$ cat src/rtl/idma_burst_arbiter.sv
// Round-robin arbiter sharing one iDMA backend between NumCh frontends.
// Accepted bursts are tagged in an in-order FIFO so completions route back to their owner.
module idma_burst_arbiter #(
  parameter type         burst_req_t = logic,
  parameter int unsigned NumCh       = 4,
  parameter int unsigned MaxInFlight = 8
) (
  input  logic                               clk_i,
  input  logic                               rst_i,
  input  burst_req_t [NumCh-1:0]             req_i,
  input  logic [NumCh-1:0]                   valid_i,
  output logic [NumCh-1:0]                   ready_o,
  output burst_req_t                         burst_req_o,
  output logic                               valid_o,
  input  logic                               ready_i,
  input  logic                               trans_complete_i,
  output logic [NumCh-1:0]                   complete_o,
  output logic [NumCh-1:0]                   busy_o,
  output logic [$clog2(MaxInFlight+1)-1:0]   in_flight_o,
  output logic                               idle_o,
  output logic                               err_o
);

  localparam int unsigned ChW  = $clog2(NumCh);
  localparam int unsigned PtrW = $clog2(MaxInFlight);
  localparam int unsigned CntW = $clog2(MaxInFlight + 1);

  logic [ChW-1:0]  prio_q, prio_d;
  logic [ChW-1:0]  locked_ch_q, locked_ch_d;
  logic            locked_q, locked_d;
  logic            full_q, full_d;
  logic            err_q, err_d;
  logic [PtrW:0]   wr_ptr_q, wr_ptr_d;
  logic [PtrW:0]   rd_ptr_q, rd_ptr_d;
  logic [ChW-1:0]  tag_q [MaxInFlight];
  logic [ChW-1:0]  tag_d [MaxInFlight];
  logic [CntW-1:0] cnt_q [NumCh];
  logic [CntW-1:0] cnt_d [NumCh];

  logic [ChW-1:0]  winner;
  logic [ChW-1:0]  head;
  logic            found;
  int              scan_idx;
  logic            any_valid;
  logic            empty;
  logic            push;
  logic            pop;

  // A locked channel keeps the grant until its handshake, regardless of the scan.
  always_comb begin
    winner   = prio_q;
    found    = 1'b0;
    scan_idx = 0;
    if (locked_q) begin
      winner = locked_ch_q;
    end else begin
      for (int k = 0; k < int'(NumCh); k++) begin
        scan_idx = int'(prio_q) + k;
        if (scan_idx >= int'(NumCh)) scan_idx = scan_idx - int'(NumCh);
        if (!found && valid_i[ChW'(scan_idx)]) begin
          found  = 1'b1;
          winner = ChW'(scan_idx);
        end
      end
    end
  end

  always_comb begin
    any_valid = |valid_i;
    empty     = (wr_ptr_q == rd_ptr_q);
    head      = tag_q[rd_ptr_q[PtrW-1:0]];

    valid_o = any_valid && !full_q;
    push    = valid_o && ready_i;
    pop     = trans_complete_i && !empty;

    ready_o = '0;
    if (ready_i && !full_q) ready_o[winner] = 1'b1;

    burst_req_o = '0;
    if (valid_o) burst_req_o = req_i[winner];

    complete_o = '0;
    if (pop) complete_o[head] = 1'b1;

    tag_d = tag_q;
    if (push) tag_d[wr_ptr_q[PtrW-1:0]] = winner;

    wr_ptr_d = push ? wr_ptr_q + (PtrW+1)'(1) : wr_ptr_q;
    rd_ptr_d = pop  ? rd_ptr_q + (PtrW+1)'(1) : rd_ptr_q;
    full_d   = (wr_ptr_d[PtrW] != rd_ptr_d[PtrW]) &&
               (wr_ptr_d[PtrW-1:0] == rd_ptr_d[PtrW-1:0]);

    prio_d      = prio_q;
    locked_d    = locked_q;
    locked_ch_d = locked_ch_q;
    if (push) begin
      prio_d   = (winner == ChW'(NumCh - 1)) ? '0 : winner + ChW'(1);
      locked_d = 1'b0;
    end else if (valid_o) begin
      locked_d    = 1'b1;
      locked_ch_d = winner;
    end

    err_d = err_q || (trans_complete_i && empty);

    // Same-channel push and pop cancel out and leave the count untouched.
    for (int i = 0; i < int'(NumCh); i++) begin
      cnt_d[i] = cnt_q[i];
      if (push && winner == ChW'(i)) cnt_d[i] = cnt_d[i] + CntW'(1);
      if (pop && head == ChW'(i))    cnt_d[i] = cnt_d[i] - CntW'(1);
      busy_o[i] = (cnt_q[i] != '0);
    end

    in_flight_o = wr_ptr_q - rd_ptr_q;
    idle_o      = (in_flight_o == '0) && !any_valid;
    err_o       = err_q;
  end

  always_ff @(posedge clk_i) begin
    if (rst_i) begin
      prio_q      <= '0;
      locked_q    <= 1'b0;
      locked_ch_q <= '0;
      full_q      <= 1'b0;
      err_q       <= 1'b0;
      wr_ptr_q    <= '0;
      rd_ptr_q    <= '0;
      for (int i = 0; i < int'(MaxInFlight); i++) tag_q[i] <= '0;
      for (int i = 0; i < int'(NumCh); i++)       cnt_q[i] <= '0;
    end else begin
      prio_q      <= prio_d;
      locked_q    <= locked_d;
      locked_ch_q <= locked_ch_d;
      full_q      <= full_d;
      err_q       <= err_d;
      wr_ptr_q    <= wr_ptr_d;
      rd_ptr_q    <= rd_ptr_d;
      for (int i = 0; i < int'(MaxInFlight); i++) tag_q[i] <= tag_d[i];
      for (int i = 0; i < int'(NumCh); i++)       cnt_q[i] <= cnt_d[i];
    end
  end

endmodule

$ cat config.mk
export PLATFORM = sky130hd
export DESIGN_NAME = idma_burst_arbiter
export DESIGN_NICKNAME = d
export VERILOG_FILES = /design/src/rtl/idma_burst_arbiter.sv
export SDC_FILE = /design/constraint.sdc
export NUM_CORES = 1
export LEC_CHECK = 0
export ABC_AREA = 1
export CORE_MARGIN = 8
export CORE_UTILIZATION = 60
export CTS_CLUSTER_SIZE = 10
export DETAILED_ROUTE_END_ITERATION = 6
export HOLD_SLACK_MARGIN = 0.03
export PLACE_DENSITY = 0.84
export SLEW_MARGIN = 5
export SYNTH_ARGS = -nofsm -noshare
export SYNTH_HDL_FRONTEND = slang
export SYNTH_SLANG_ARGS = --single-unit
$ cat constraint.sdc
create_clock -name clk_i -period 7.77 [get_ports clk_i]
set_input_delay 0.777 -clock clk_i [delete_from_list [all_inputs] [get_ports clk_i]]
set_output_delay 0.777 -clock clk_i [all_outputs]
set_load 0.05 [all_outputs]
==> flow_summary_export.csv <==
group,metric,value,unit
synth,ys.warnings.count,0,
power_and_ir_drop,power_switching_share,51.1,%
timing,grt_setup_unrepaired,"false",
critical_path,critical_path.max_fanout,12,
critical_path,ff2ff_path_depth,17,
synth,ys_types,34,
drt,drc_viols,0,
global_routing,grtUsageTotal,19.1,%
clock_tree,ctsResizeCount,0,
global_routing,grt_pass1_wl,12200,µm
clock_tree,postCtsSetupBuffers,0,
critical_path,worstPathRequired,6.99,ns
timing,timing.slew.headroom,24.9,%
drt,dr.first_iter.drc_count,246,
floorplanning,pin_count,32,
timing,final-setup-viol-count,0,
critical_path,timing.critical_path.to_type,"output port",
timing,maxSlewViolCount,0,
global_routing,initial_antenna_violation_count,0,
power_and_ir_drop,irDropWorstVdd,0.216,mV
clock_tree,htree_num_levels,2,
critical_path,regToRegEndpoint,"cnt_q[0][3]",
layout,utilization,71.1,%
layout,final_cell_mix,"103 x nand2_1, 57 x nor2_1, 50 x inv_1, 47 x dfxtp_1, 31 x clkdlybuf4s50_1",
power_and_ir_drop,power_frac_clock,13.6,%
critical_path,setup.worst_path.start_class,"primary input",
layout,fill_cells,425,
power_and_ir_drop,share_seq_of_total_power,24.7,%
critical_path,worstPathCellList,"clkdlybuf4s50_1 -> nand2_1 -> nand2_1 -> nand2_1 -> nand2_1 -> nand3_2 -> nand3_1 -> nand3_2 -> a21oi_2 -> ha_1 -> inv_1 -> nor2_1 -> clkdlybuf4s50_1",
timing,finalCriticalPeriod,4.72,ns
drt,drt-total-wl,7090,µm
synth,postSynthCellCount,466,
layout,final_layout_size_suffix_gt1_share,13.7,%
critical_path,crit_type,"in2out",
floorplanning,floorplan.initialDensity,62.2,%
critical_path,regToRegStartpoint,"prio_q[0]",
critical_path,timing.critical_path.slowest_cell_delay,0.85,ns
critical_path,critical-path-top-cell-by-count,"nand2_1",
critical_path,critical_path.slowest_cell,"clkdlybuf4s50_1",
power_and_ir_drop,power.total,1.39,mW
critical_path,setup.worst_path.end,"ready_o[0]",
critical_path,timing.critical_path.arrival,3.94,ns
floorplanning,placementRows,26,
synth,mappedNetlistNets,500,
drt,drt-wirelength-per-cell,12.5,µm
outcome,run_status,"complete, no violations",
power_and_ir_drop,power_switching,0.711,mW
global_routing,grt_start_max_net_pins,34,
layout,nNetsFinal,530,
clock_tree,tritoncts,"yes",
clock_tree,max-clock-path-buffers,2,
place,pre_cts_ws,3.08,ns
timing,fin_skew,0.00684,ns
timing,highest_clock_frequency_the_design_can_meet,212,MHz
place,gpl.final_weighted_congestion,0.842,
clock_tree,cts.reportedPaths.clkPinSlew,0.09,ns
power_and_ir_drop,power.density_cell_area,380,mW/mm²
layout,final-seq-area,941,µm²
timing,sum_neg_setup_slack,0,ns
power_and_ir_drop,cellLeakagePower,1.75,nW
clock_tree,post_cts_hold_buffer_count,0,
clock_tree,clockRootBuffer,"clkbuf_8",
power_and_ir_drop,internal_power,0.680,mW
timing,min_period_over_period,60.7,%
drt,routed_via_density,5.24,
hold_path,hold_path.class,"reg2reg",
clock_tree,clkSinkCount,47,
timing,post-route-worst-setup-slack,3.05,ns
layout,fin_area,0.00365,mm²
synth,syn_area,0.00320,mm²
layout,syn_to_final_growth,14.4,%
floorplanning,floorplan.die_area,0.00792,mm²
layout,number_of_diodes,0,
floorplanning,coreArea,0.00514,mm²
floorplanning,die_height,89.0,µm
synth,synth_sequential_area_ratio,29.4,%
clock_tree,clock_insertion_delay_worst_skew,0.30,ns
drt,first_pass_iters,4,
synth,syn_area_per_cell,6.86,µm²
layout,multi_input_area,0.00193,mm²
place,numPortBuffers,31,
power_and_ir_drop,p_comb_share,61.8,%
global_routing,grt-ovfl-total,0,
hold_path,whs_path_depth,1,
timing,finalHoldViolations,0,
layout,layout_commonest_cell,"nand2_1",
global_routing,grt_pass1_vias,2841,
place,placement.cell_area,0.00354,mm²
floorplanning,die_width,89.0,µm
critical_path,ff2ff_setup_slack,4.13,ns
flow_run,cap_viol_max_count,0,
drt,num_vias,2971,
timing,worst_pin_slew,1.12,ns
synth,yosys_register_bits,47,
critical_path,worst_setup_path_startpoint,"valid_i[0]",
drt,route.antenna.remaining_nets,0,
place,dp_hpwl,5300,µm
clock_tree,cts_buffers,5,
-- through the flow --
stage               hold WS, ns  instances
floorplan                 0.472        466
global placement          0.449        559
detailed placement        0.467        559
CTS                       0.487        567
global route              0.522        567
finish                    0.483        567
-- sequential cells by signal, indices dropped and copies added, names as in the netlist --
register / flops
locked_q: 1
cnt_q: 16
full_q: 1
tag_q: 16
wr_ptr_q: 4
err_o: 1
locked_ch_q: 2
prio_q: 2
rd_ptr_q: 4
-- cells by family (layout without fill, tap and decap cells) --
family          Yosys count  after routing  synth area share [%]
compound gates           80             80                  15.2
xor+xnor                 23             23                  6.30
simple gates            215            215                  30.1
flops                    47             47                  29.4
buf+inv                  79            110                  10.1
fa+ha+maj                22             22                  8.85
-- power by group through the flow --
stage / Clock (mW) / Sequential, mW / Combinational, mW
2_1_floorplan: 0 / 0.336 / 0.662
3_3_place_gp: 0 / 0.348 / 0.833
3_5_place_dp: 0 / 0.348 / 0.855
4_1_cts: 0.188 / 0.343 / 0.862
5_1_grt: 0.198 / 0.351 / 0.955
6_report: 0.189 / 0.343 / 0.859
-- synth_stat cells (all sizes together) --
master | count | area, µm²
o22ai | 2 | 12.5
nor2 | 62 | 265
nand3 | 21 | 115
o21a | 2 | 15.0
nand4 | 5 | 46.3
xnor2 | 8 | 70.1
buf | 5 | 45.0
nor3 | 1 | 5.00
a21oi | 27 | 139
o21ai | 39 | 199
ha | 21 | 263
nor4 | 1 | 6.26
nand2 | 121 | 499
fa | 1 | 20.0
o211ai | 9 | 113
clkbuf | 3 | 11.3
xor2 | 15 | 131
and3 | 1 | 6.26
dfxtp | 47 | 941
or2 | 3 | 18.8
inv | 71 | 267
a211oi | 1 | 7.51
-- critical path: cells and delay by family --
kind	cells	cell delay (ns)
fa+ha+maj	1	0.28
simple gates	8	0.83
buf+inv	3	1.39
compound gates	1	0.66
-- how the worst min path moves through the flow --
| stage | from | endpoint | slack (ns) |
|---|---|---|---|
| 6_report | err_o | err_o | 0.48 |
| 5_1_grt | err_o | err_o | 0.52 |
| 4_1_cts | err_o | err_o | 0.49 |
| 3_5_place_dp | err_o | err_o | 0.47 |
| 3_3_place_gp | err_o | err_o | 0.45 |
| 2_1_floorplan | tag_q[11] | tag_q[11] | 0.47 |
-- layout make-up --
class	count	share of cell area, %
flip-flops and latches	47	25.7
clock inverters	2	0.959
inverters	71	7.29
well taps	70	2.40
repair buffers	31	8.49
clock buffers	6	2.26
multi-input cells	340	52.9
-- metal layers --
layer / up-vias / part of all wire, % / track usage [%]
met2: 62 / 50 / 35.1
met3: 6 / 5.5 / 3.86
met4: 0 / 0.93 / 4.68
met1: 1366 / 44 / 21.7
li1: 1537 / - / -
met5: - / 0 / 0
Note: power is estimated with default switching activity, not from simulation.
